===== config.mk =====
export PLATFORM = sky130hd
export DESIGN_NAME = usb_rx_ctrl
export DESIGN_NICKNAME = d
export VERILOG_FILES = /design/src/rtl/usb_rx_pkg.sv /design/src/rtl/usb_rx_bit_counter.sv /design/src/rtl/usb_rx_ctrl.sv
export SDC_FILE = /design/constraint.sdc
export NUM_CORES = 1
export LEC_CHECK = 0
export CORE_MARGIN = 1.5
export CORE_UTILIZATION = 42
export CTS_BUF_LIST = sky130_fd_sc_hd__clkbuf_2 sky130_fd_sc_hd__clkbuf_4 sky130_fd_sc_hd__clkbuf_8
export DETAILED_ROUTE_END_ITERATION = 8
export PLACE_DENSITY = 0.67
export RECOVER_POWER = 100
export REMOVE_ABC_BUFFERS = 1
export SLEW_MARGIN = 20
export SYNTH_ARGS = -nofsm -noshare
export SYNTH_HDL_FRONTEND = slang
export SYNTH_SLANG_ARGS = --single-unit

===== constraint.sdc =====
create_clock -name clk -period 4.56 [get_ports clk]
set_clock_uncertainty 0.1 [all_clocks]
set_input_delay 0.684 -clock clk [delete_from_list [all_inputs] [get_ports clk]]
set_output_delay 0.684 -clock clk [all_outputs]
set_load 0.02 [all_outputs]

===== src/rtl/usb_rx_pkg.sv =====
// Shared types and defaults for the USB full-speed receive control path.
package usb_rx_pkg;

    typedef enum logic [2:0] {
        IDLE,
        SYNC,
        RCV,
        STORE,
        EOP_WAIT,
        ERR_WAIT,
        ERR_EIDLE
    } rx_state_t;

    localparam logic [7:0] SYNC_DEFAULT = 8'h80;
    localparam int         MAX_DEFAULT  = 64;

    // States in which a packet is considered in progress on the line.
    function automatic logic state_is_rcving(rx_state_t s);
        return (s == SYNC) || (s == RCV) || (s == STORE) ||
               (s == EOP_WAIT) || (s == ERR_WAIT);
    endfunction

endpackage


===== src/rtl/usb_rx_bit_counter.sv =====
// 3-bit bit-position counter within the current byte; wraps 7->0, clear wins over enable.
module usb_rx_bit_counter (
    input  logic       clk,
    input  logic       n_rst,
    input  logic       clear,
    input  logic       enable,
    output logic [2:0] bit_cnt
);

    always_ff @(posedge clk or negedge n_rst) begin
        if (!n_rst) begin
            bit_cnt <= 3'd0;
        end else if (clear) begin
            bit_cnt <= 3'd0;
        end else if (enable) begin
            bit_cnt <= bit_cnt + 3'd1;
        end
    end

endmodule


===== src/rtl/usb_rx_ctrl.sv =====
// USB full-speed receive control FSM: SYNC check, FIFO write strobes, packet end classification.
// Optional macro USB_RX_BYTE_COUNT_EN adds pkt_bytes/pkt_done good-packet reporting.
module usb_rx_ctrl
    import usb_rx_pkg::*;
#(
    parameter logic [7:0] SYNC_BYTE = SYNC_DEFAULT,
    parameter int         MAX_BYTES = MAX_DEFAULT
) (
    input  logic       clk,
    input  logic       n_rst,
    input  logic       d_edge,
    input  logic       eop,
    input  logic       shift_enable,
    input  logic       byte_received,
    input  logic [7:0] rcv_data,
    output logic       rcving,
    output logic       w_enable,
    output logic       r_error,
`ifdef USB_RX_BYTE_COUNT_EN
    output logic [6:0] pkt_bytes,
    output logic       pkt_done,
`endif
    output logic [2:0] state_dbg
);

    // Handshake: w_enable is a one-cycle strobe; the FIFO must capture rcv_data
    // in that cycle, there is no ready/backpressure path.

    rx_state_t  state;
    rx_state_t  next_state;
    logic [2:0] bit_cnt;
    logic [6:0] byte_cnt;
    logic       bit_clear;
    logic       bit_en;
    logic       set_err;
    logic       clr_err;
    logic       overflow;
    logic       eop_sample;

    assign eop_sample = eop && shift_enable;
    assign overflow   = (int'(byte_cnt) + 1) > MAX_BYTES;
    assign state_dbg  = state;

    // A new byte window starts on entry to RCV or whenever a byte completes.
    assign bit_clear = byte_received || ((next_state == RCV) && (state != RCV));
    assign bit_en    = (state == RCV) && shift_enable && !eop;

    usb_rx_bit_counter u_bit_counter (
        .clk     (clk),
        .n_rst   (n_rst),
        .clear   (bit_clear),
        .enable  (bit_en),
        .bit_cnt (bit_cnt)
    );

    always_ff @(posedge clk or negedge n_rst) begin
        if (!n_rst) begin
            state <= IDLE;
        end else begin
            state <= next_state;
        end
    end

    always_comb begin
        next_state = state;
        set_err    = 1'b0;
        clr_err    = 1'b0;
        case (state)
            IDLE: begin
                if (d_edge) begin
                    next_state = SYNC;
                    clr_err    = 1'b1;
                end
            end
            SYNC: begin
                if (byte_received) begin
                    if (rcv_data == SYNC_BYTE) begin
                        next_state = RCV;
                    end else begin
                        next_state = ERR_WAIT;
                        set_err    = 1'b1;
                    end
                end else if (eop_sample) begin
                    next_state = ERR_EIDLE;
                    set_err    = 1'b1;
                end
            end
            RCV: begin
                // A completed byte takes priority; a coincident EOP is seen again later.
                if (byte_received) begin
                    next_state = STORE;
                end else if (eop_sample) begin
                    if (bit_cnt == 3'd0) begin
                        next_state = EOP_WAIT;
                    end else begin
                        next_state = ERR_EIDLE;
                        set_err    = 1'b1;
                    end
                end
            end
            STORE: begin
                if (overflow) begin
                    next_state = ERR_WAIT;
                    set_err    = 1'b1;
                end else begin
                    next_state = RCV;
                end
            end
            EOP_WAIT: begin
                if (d_edge) next_state = IDLE;
            end
            ERR_WAIT: begin
                if (eop_sample) next_state = ERR_EIDLE;
            end
            ERR_EIDLE: begin
                if (d_edge) next_state = IDLE;
            end
            default: next_state = IDLE;
        endcase
    end

    // Outputs are flops decoded from the current state, one cycle behind it.
    always_ff @(posedge clk or negedge n_rst) begin
        if (!n_rst) begin
            rcving   <= 1'b0;
            w_enable <= 1'b0;
        end else begin
            rcving   <= state_is_rcving(state);
            w_enable <= (state == STORE) && !overflow;
        end
    end

    always_ff @(posedge clk or negedge n_rst) begin
        if (!n_rst) begin
            r_error <= 1'b0;
        end else if (clr_err) begin
            r_error <= 1'b0;
        end else if (set_err) begin
            r_error <= 1'b1;
        end
    end

    always_ff @(posedge clk or negedge n_rst) begin
        if (!n_rst) begin
            byte_cnt <= 7'd0;
        end else if (state == IDLE) begin
            byte_cnt <= 7'd0;
        end else if (w_enable) begin
            byte_cnt <= byte_cnt + 7'd1;
        end
    end

`ifdef USB_RX_BYTE_COUNT_EN
    logic good_end;
    assign good_end = (state == RCV) && (next_state == EOP_WAIT);

    // Include a write landing in the same cycle as the EOP sample.
    always_ff @(posedge clk or negedge n_rst) begin
        if (!n_rst) begin
            pkt_bytes <= 7'd0;
            pkt_done  <= 1'b0;
        end else begin
            pkt_done <= good_end;
            if (good_end) begin
                pkt_bytes <= byte_cnt + {6'd0, w_enable};
            end
        end
    end
`endif

endmodule


==> qor.txt, run 1 <==
I/O Buffers - 19
cell accounting for the most synthesized area - dfrtp_1
Final GP Congestion - 0.871
# Post-CTS Setup Buffers - 0
CP top delay family - buffers and inverters
Post-CTS Hold Buffers - 0
Num CTS Buffers - 3
slew margin rel. - 0.366
Starting DRT DRC Count - 15
critical path's slowest cell - dlygate4sd3_1
fin crit share - 0.517
initial antenna violation count - 0
FF+latch area - 400 um2
Synth Instances - 105
peak supply drop - 0.235 mV
Congestion Overflow GR - 0
Seq pwr share - 0.441
boundary pin count - 20
Initial Util - 0.448
R2R setup slack - 2.39 ns
FP Rows - 17
met2 wire length - 989 um
Synth Flop Type - dfrtp_1
residual DRC count - 0
HPWL after detailed placement - 1.50 mm
CP peak stage delay - 0.73 ns
full die area - 0.00269 mm2
area fraction of the dominant cell type after synthesis - 0.400
GR Util All Layers - 0.171
CP cell instances - dlygate4sd3_1
met1 WL - 882 um
pwr/cell area - 431 mW/mm2
DR top layer - met4
DR pass1 iterations - 4
layout cell share with drive strength beyond 1 - 0.0650
H-tree depth - 1
met3 wire length - 72 um
Max Fanout on Critical Path - 12
pin count of the biggest net entering global routing - 17
Hold WC Path Type - flop to flop
via/cell ratio - 5.50
Comb pwr share - 0.418
run status - completed
most frequent cells in the layout - dfrtp_1 (16), nor2_1 (12), clkdlybuf4s50_1 (11)
worst r2r dst - u_bit_counter.bit_cnt[0]
power share of the clock group - 0.141
Worst Path Class, Setup - flop to output port
WHS Path Cells - 2
Area Growth Syn to Fin - 20.8%
register area share after synthesis - 0.400
switch share - 0.402
commonest non-fill, non-tap cell in the layout - dfrtp_1
final-report hold violation count - 0
Clk pin slew, worst setup/hold paths - 0.09 ns
die width - 51.8 um
WHS Endpoint - r_error
Crit path required time - 3.78 ns
Max Root-Sink Buffers - 2
Root Driver - clkbuf_4
Pint - 312 uW
EDFF count, synth - 0
CP endpoint kind - output port
hold slack - 0.424 ns
Crit path buffers/inverters - 1
fin crit period - 2.36 ns
leakage - 0.000525 uW
Skew-Pair Late Insertion Delay - 0.28 ns
hold_sp - r_error
DR WL/cell - 13.0 um
max-slew violation count - 0
NetSw - 209 uW
global-route wire length before repair - 3.37 mm
post-route ant nets - 0
vias in the first global route - 767
Antenna diodes - 0
CTS tree - done
count of warnings emitted by yosys - 0
CTS sink count - 16
critical path launch point type - flop
syn avg cell area - 9.53 um2
Filler cells - 215
Die Span Y - 51.8 um
Net count, final - 143
area of the multi-input gates - 553 um2
Worst R2R Path Depth - 6
DRT Wirelength - 1.96 mm
#FFs+latches synth - 16
largest cells by area after synthesis - dfrtp_1 (40%), xor2_1 (5.2%), ha_1 (5.0%)
ys async rst share - 1.00
crit path DAT - 1.57 ns
total number of vias - 830
Fmax - 0.424 GHz
Core Region - 0.00223 mm2
setup TNS - 0 ns
maxcap violations - 0
endpoints failing setup - 0
worst reg2reg startpoint - byte_cnt[0]
RSZ-0062 raised after global routing - false
Post-CTS Resized - 0
area of the mapped netlist - 0.00100 mm2
Slew @ Worst Pin - 0.943 ns
count of cell types in the netlist - 35
routing by layer:
layer  vias to the layer above  track usage
met5                         -            0
met4                         0       0.0658
met3                         2       0.0345
met2                        21        0.276
met1                       392        0.224
li1                        415            -
cell usage after synthesis (2+ instances only):
master    instances
a211o_1           3
a21oi_1           6
and2_1            2
and3_4            2
clkbuf_1          3
dfrtp_1          16
ha_1              4
inv_1             2
mux2i_1           3
nand2_1           7
nand2b_1          3
nand3_1           6
nand3b_1          2
nand4_1           2
nor2_1           12
nor2b_1           3
nor3_1            5
xnor2_1           2
xor2_1            6
logic make-up (layout without fill, tap and decap cells):
family	count (synthesis)	in the layout	share of synthesized area
AO/OA/AOI/OAI	15	15	0.113
XOR/XNOR	8	8	0.0700
adder cells (fa/ha/maj)	4	4	0.0500
buffers and inverters	6	24	0.0237
flip-flops	16	16	0.400
multiplexers	4	4	0.0450
AND/OR/NAND/NOR	52	52	0.299
area by class of cell:
class / count / area share
Inverter: 2 / 0.00621
Timing Repair Buffer: 19 / 0.157
Clock buffer: 3 / 0.0186
Sequential cell: 16 / 0.331
Tap cell: 28 / 0.0290
Multi-Input combinational cell: 83 / 0.458
power by group through the flow:
| stage | registers, uW | clock network, uW | logic (uW) |
|---|---|---|---|
| 3_5_place_dp | 235 | 0 | 234 |
| 3_3_place_gp | 236 | 0 | 231 |
| 4_1_cts | 233 | 73.9 | 235 |
| 6_report | 230 | 73.6 | 218 |
| 2_1_floorplan | 253 | 0 | 119 |
| 5_1_grt | 238 | 80.5 | 245 |
worst max path at each step:
stage                  start           end  cells after the start
6_report        state_dbg[2]  state_dbg[2]                      1
5_1_grt         state_dbg[2]  state_dbg[2]                      1
4_1_cts         state_dbg[2]  state_dbg[2]                      1
3_5_place_dp   byte_received  state_dbg[1]                      5
3_3_place_gp   byte_received  state_dbg[1]                      5
2_1_floorplan            eop  state_dbg[1]                      5
per-stage QoR:
stage / std cells / area [um2] / utilization / total power [uW] / worst slack [ns]
6_report: 151 / 1210 / 0.541 / 521 / 2.20
5_1_grt: 151 / 1210 / 0.541 / 563 / 2.14
4_1_cts: 151 / 1230 / 0.552 / 542 / 2.25
3_5_place_dp: 148 / 1210 / 0.542 / 469 / 2.25
3_3_place_gp: 148 / 1210 / 0.542 / 467 / 2.26
2_1_floorplan: 101 / 985 / - / 372 / 2.82
flip-flops by register name, indices dropped and copies added, names as in the netlist:
name,count
rcving,1
byte_cnt,7
state_dbg,3
r_error,1
u_bit_counter.bit_cnt,3
w_enable,1
worst reg2reg max path, stage by stage, from the launching register on:
cell and delay, ns:
dfrtp_1 0.46, ha_1 0.27, and2_0 0.19, and3_2 0.23, mux2_1 0.31, a21oi_1 0.38, nor3_1 0.10
Note: power is estimated with default switching activity, not from simulation.
==> run 2, diff against run 1 <==
Clock period 4.56 ns to 2.2 ns, I/O delays scaled along.
==> run 2 against run 1 <==
Wire length increased by 2.0%. Non-clock buffer count increased by 3. Register-to-register slack got worse by 2.2 ns. Critical path depth grew 5. Total power rose by 110%. Sequential power is 110% higher. Final cell count grew 2.0%. Clock power grew 96%. First-iteration DRC count decreased by 40%. Sequential cell count unchanged. Largest cell class unchanged. Highest routed layer unchanged.
==> qor.txt, run 2 (synthesized netlist as in run 1, its figures left out) <==
run status - completed
vias in the first global route - 772 (+0.65%)
max reg flops - 7 (unchanged)
FP Rows - 17 (unchanged)
FF+latch area - 400 um2 (unchanged)
Max Fanout on Critical Path - 6 (-6)
Net count, final - 146 (+2.1%)
# Post-CTS Setup Buffers - 0 (unchanged)
Crit path required time - 2.27 ns (-1.51 ns)
most frequent cells in the layout - dfrtp_1 (16), nor2_1 (12), clkdlybuf4s50_1 (12)
Max Root-Sink Buffers - 2 (unchanged)
Slew @ Worst Pin - 0.910 ns (-0.0326 ns)
register with the most flip-flops - byte_cnt
Num CTS Buffers - 3 (unchanged)
Root Driver - clkbuf_4
Crit path buffers/inverters - 0 (-1)
Area Growth Syn to Fin - 23.2%
worst reg2reg startpoint - byte_cnt[0]
die width - 51.8 um (unchanged)
commonest non-fill, non-tap cell in the layout - dfrtp_1
Skew-Pair Late Insertion Delay - 0.28 ns (about the same)
Fmax - 0.497 GHz
Initial Util - 0.448 (unchanged)
full die area - 0.00269 mm2 (unchanged)
WHS Path Cells - 2 (unchanged)
Post-CTS Resized - 0 (unchanged)
HPWL after detailed placement - 1.52 mm (+0.82%)
WHS Endpoint - r_error
Core Region - 0.00223 mm2 (unchanged)
H-tree depth - 1 (unchanged)
hold_sp - r_error
CP endpoint kind - flop
R2R setup slack - 0.19 ns (-2.20 ns)
via/cell ratio - 5.58 (+1.5%)
Antenna diodes - 0 (unchanged)
total number of vias - 859 (+3.5%)
boundary pin count - 20 (unchanged)
area of the multi-input gates - 563 um2 (+1.8%)
post-route ant nets - 0 (unchanged)
maxcap violations - 0 (unchanged)
DR pass1 iterations - 4 (unchanged)
worst r2r dst - u_bit_counter.bit_cnt[1]
max-slew violation count - 0 (unchanged)
pwr/cell area - 884 mW/mm2 (+100%)
initial antenna violation count - 0 (unchanged)
CTS tree - done
CP top delay family - simple AND/OR/NAND/NOR gates
endpoints failing setup - 0 (unchanged)
setup TNS - 0 ns (unchanged)
CP cell instances - ha_1 > and2_0 > and3_1 > mux2_1 > a21oi_4 > nor3_1
residual DRC count - 0 (unchanged)
critical path launch point type - flop
leakage - 0.000534 uW (+1.6%)
Hold WC Path Type - flop to flop
fin crit period - 2.01 ns
peak supply drop - 0.593 mV (+150%)
Overall Power - 1090 uW (+110%)
Clk pin slew, worst setup/hold paths - 0.08 ns (about the same)
Worst R2R Path Depth - 6 (unchanged)
RSZ-0062 raised after global routing - false
global-route wire length before repair - 3.20 mm (-5.1%)
I/O Buffers - 19 (unchanged)
Post-CTS Hold Buffers - 0 (unchanged)
fin crit share - 0.914
crit path DAT - 2.08 ns (+0.51 ns)
final-report hold violation count - 0 (unchanged)
Final GP Congestion - 0.847 (-2.7%)
Die Span Y - 51.8 um (unchanged)
GR Util All Layers - 0.163 (-0.00775)
CP peak stage delay - 0.47 ns (-0.26 ns)
slew margin rel. - 0.393 (+0.0266)
Starting DRT DRC Count - 9 (-6)
Congestion Overflow GR - 0 (unchanged)
pin count of the biggest net entering global routing - 17 (unchanged)
layout cell share with drive strength beyond 1 - 0.0714 (+0.00639)
critical path's slowest cell - dfrtp_1
DR WL/cell - 13.0 um (about the same)
Filler cells - 207 (-3.7%)
CTS sink count - 16 (unchanged)
DRT Wirelength - 2.00 mm (+2.0%)
Worst Path Class, Setup - flop to flop
run 2: layout make-up:
cell class,instances,share of cell area
Timing Repair Buffer,22,0.166
Inverter,2,0.00609
Tap cell,28,0.0284
Sequential cell,16,0.325
Clock buffer,3,0.0183
Multi-Input combinational cell,83,0.456
run 2: tightest hold or removal path, cell delays in order, from the launching register on:
cell     delay, ns
dfrtp_1       0.35
a21oi_1       0.06
nand3_1       0.07
run 2: how the worst max path moves through the flow:
stage,start,endpoint,cells after the start
5_1_grt,byte_cnt[0],u_bit_counter.bit_cnt[2],6
6_report,byte_cnt[0],u_bit_counter.bit_cnt[1],6
4_1_cts,state_dbg[2],state_dbg[2],1
2_1_floorplan,byte_cnt[0],u_bit_counter.bit_cnt[0],6
3_3_place_gp,eop,state_dbg[1],6
3_5_place_dp,eop,state_dbg[1],6
run 2: through the flow:
step | setup slack [ns] | util | instance area [um2] | std cells | hold slack [ns]
6_report | 0.189 | 0.552 | 1230 | 154 | 0.423
5_1_grt | 0.122 | 0.552 | 1230 | 154 | 0.471
4_1_cts | 0.227 | 0.562 | 1250 | 154 | 0.252
3_5_place_dp | 0.228 | 0.552 | 1230 | 151 | 0.420
3_3_place_gp | 0.274 | 0.552 | 1230 | 151 | 0.415
2_1_floorplan | 0.469 | - | 985 | 101 | -0.0656
run 2: layer usage:
metal,routed length (um),share of wire,global-route usage,vias up
met5,0,0,0,-
met4,32,0.016,0.0833,0
met3,92,0.046,0.0431,4
met2,970,0.49,0.268,24
met1,904,0.45,0.194,416
li1,-,-,-,415
run 2: power by group:
part	total, uW	leakage, uW	switching (uW)	internal [uW]
Sequential	482	0.000212	119	363
Combinational	465	0.000308	235	230
Clock	144	0.0000138	80.6	63.5
Total	1090	0.000534	434	656
==> run 3, diff against run 2 <==
Settings changed: SLEW_MARGIN 20 to unset.
==> results of run 3 <==
Same layout as run 2: the final DEF is identical, and so are final timing and power.
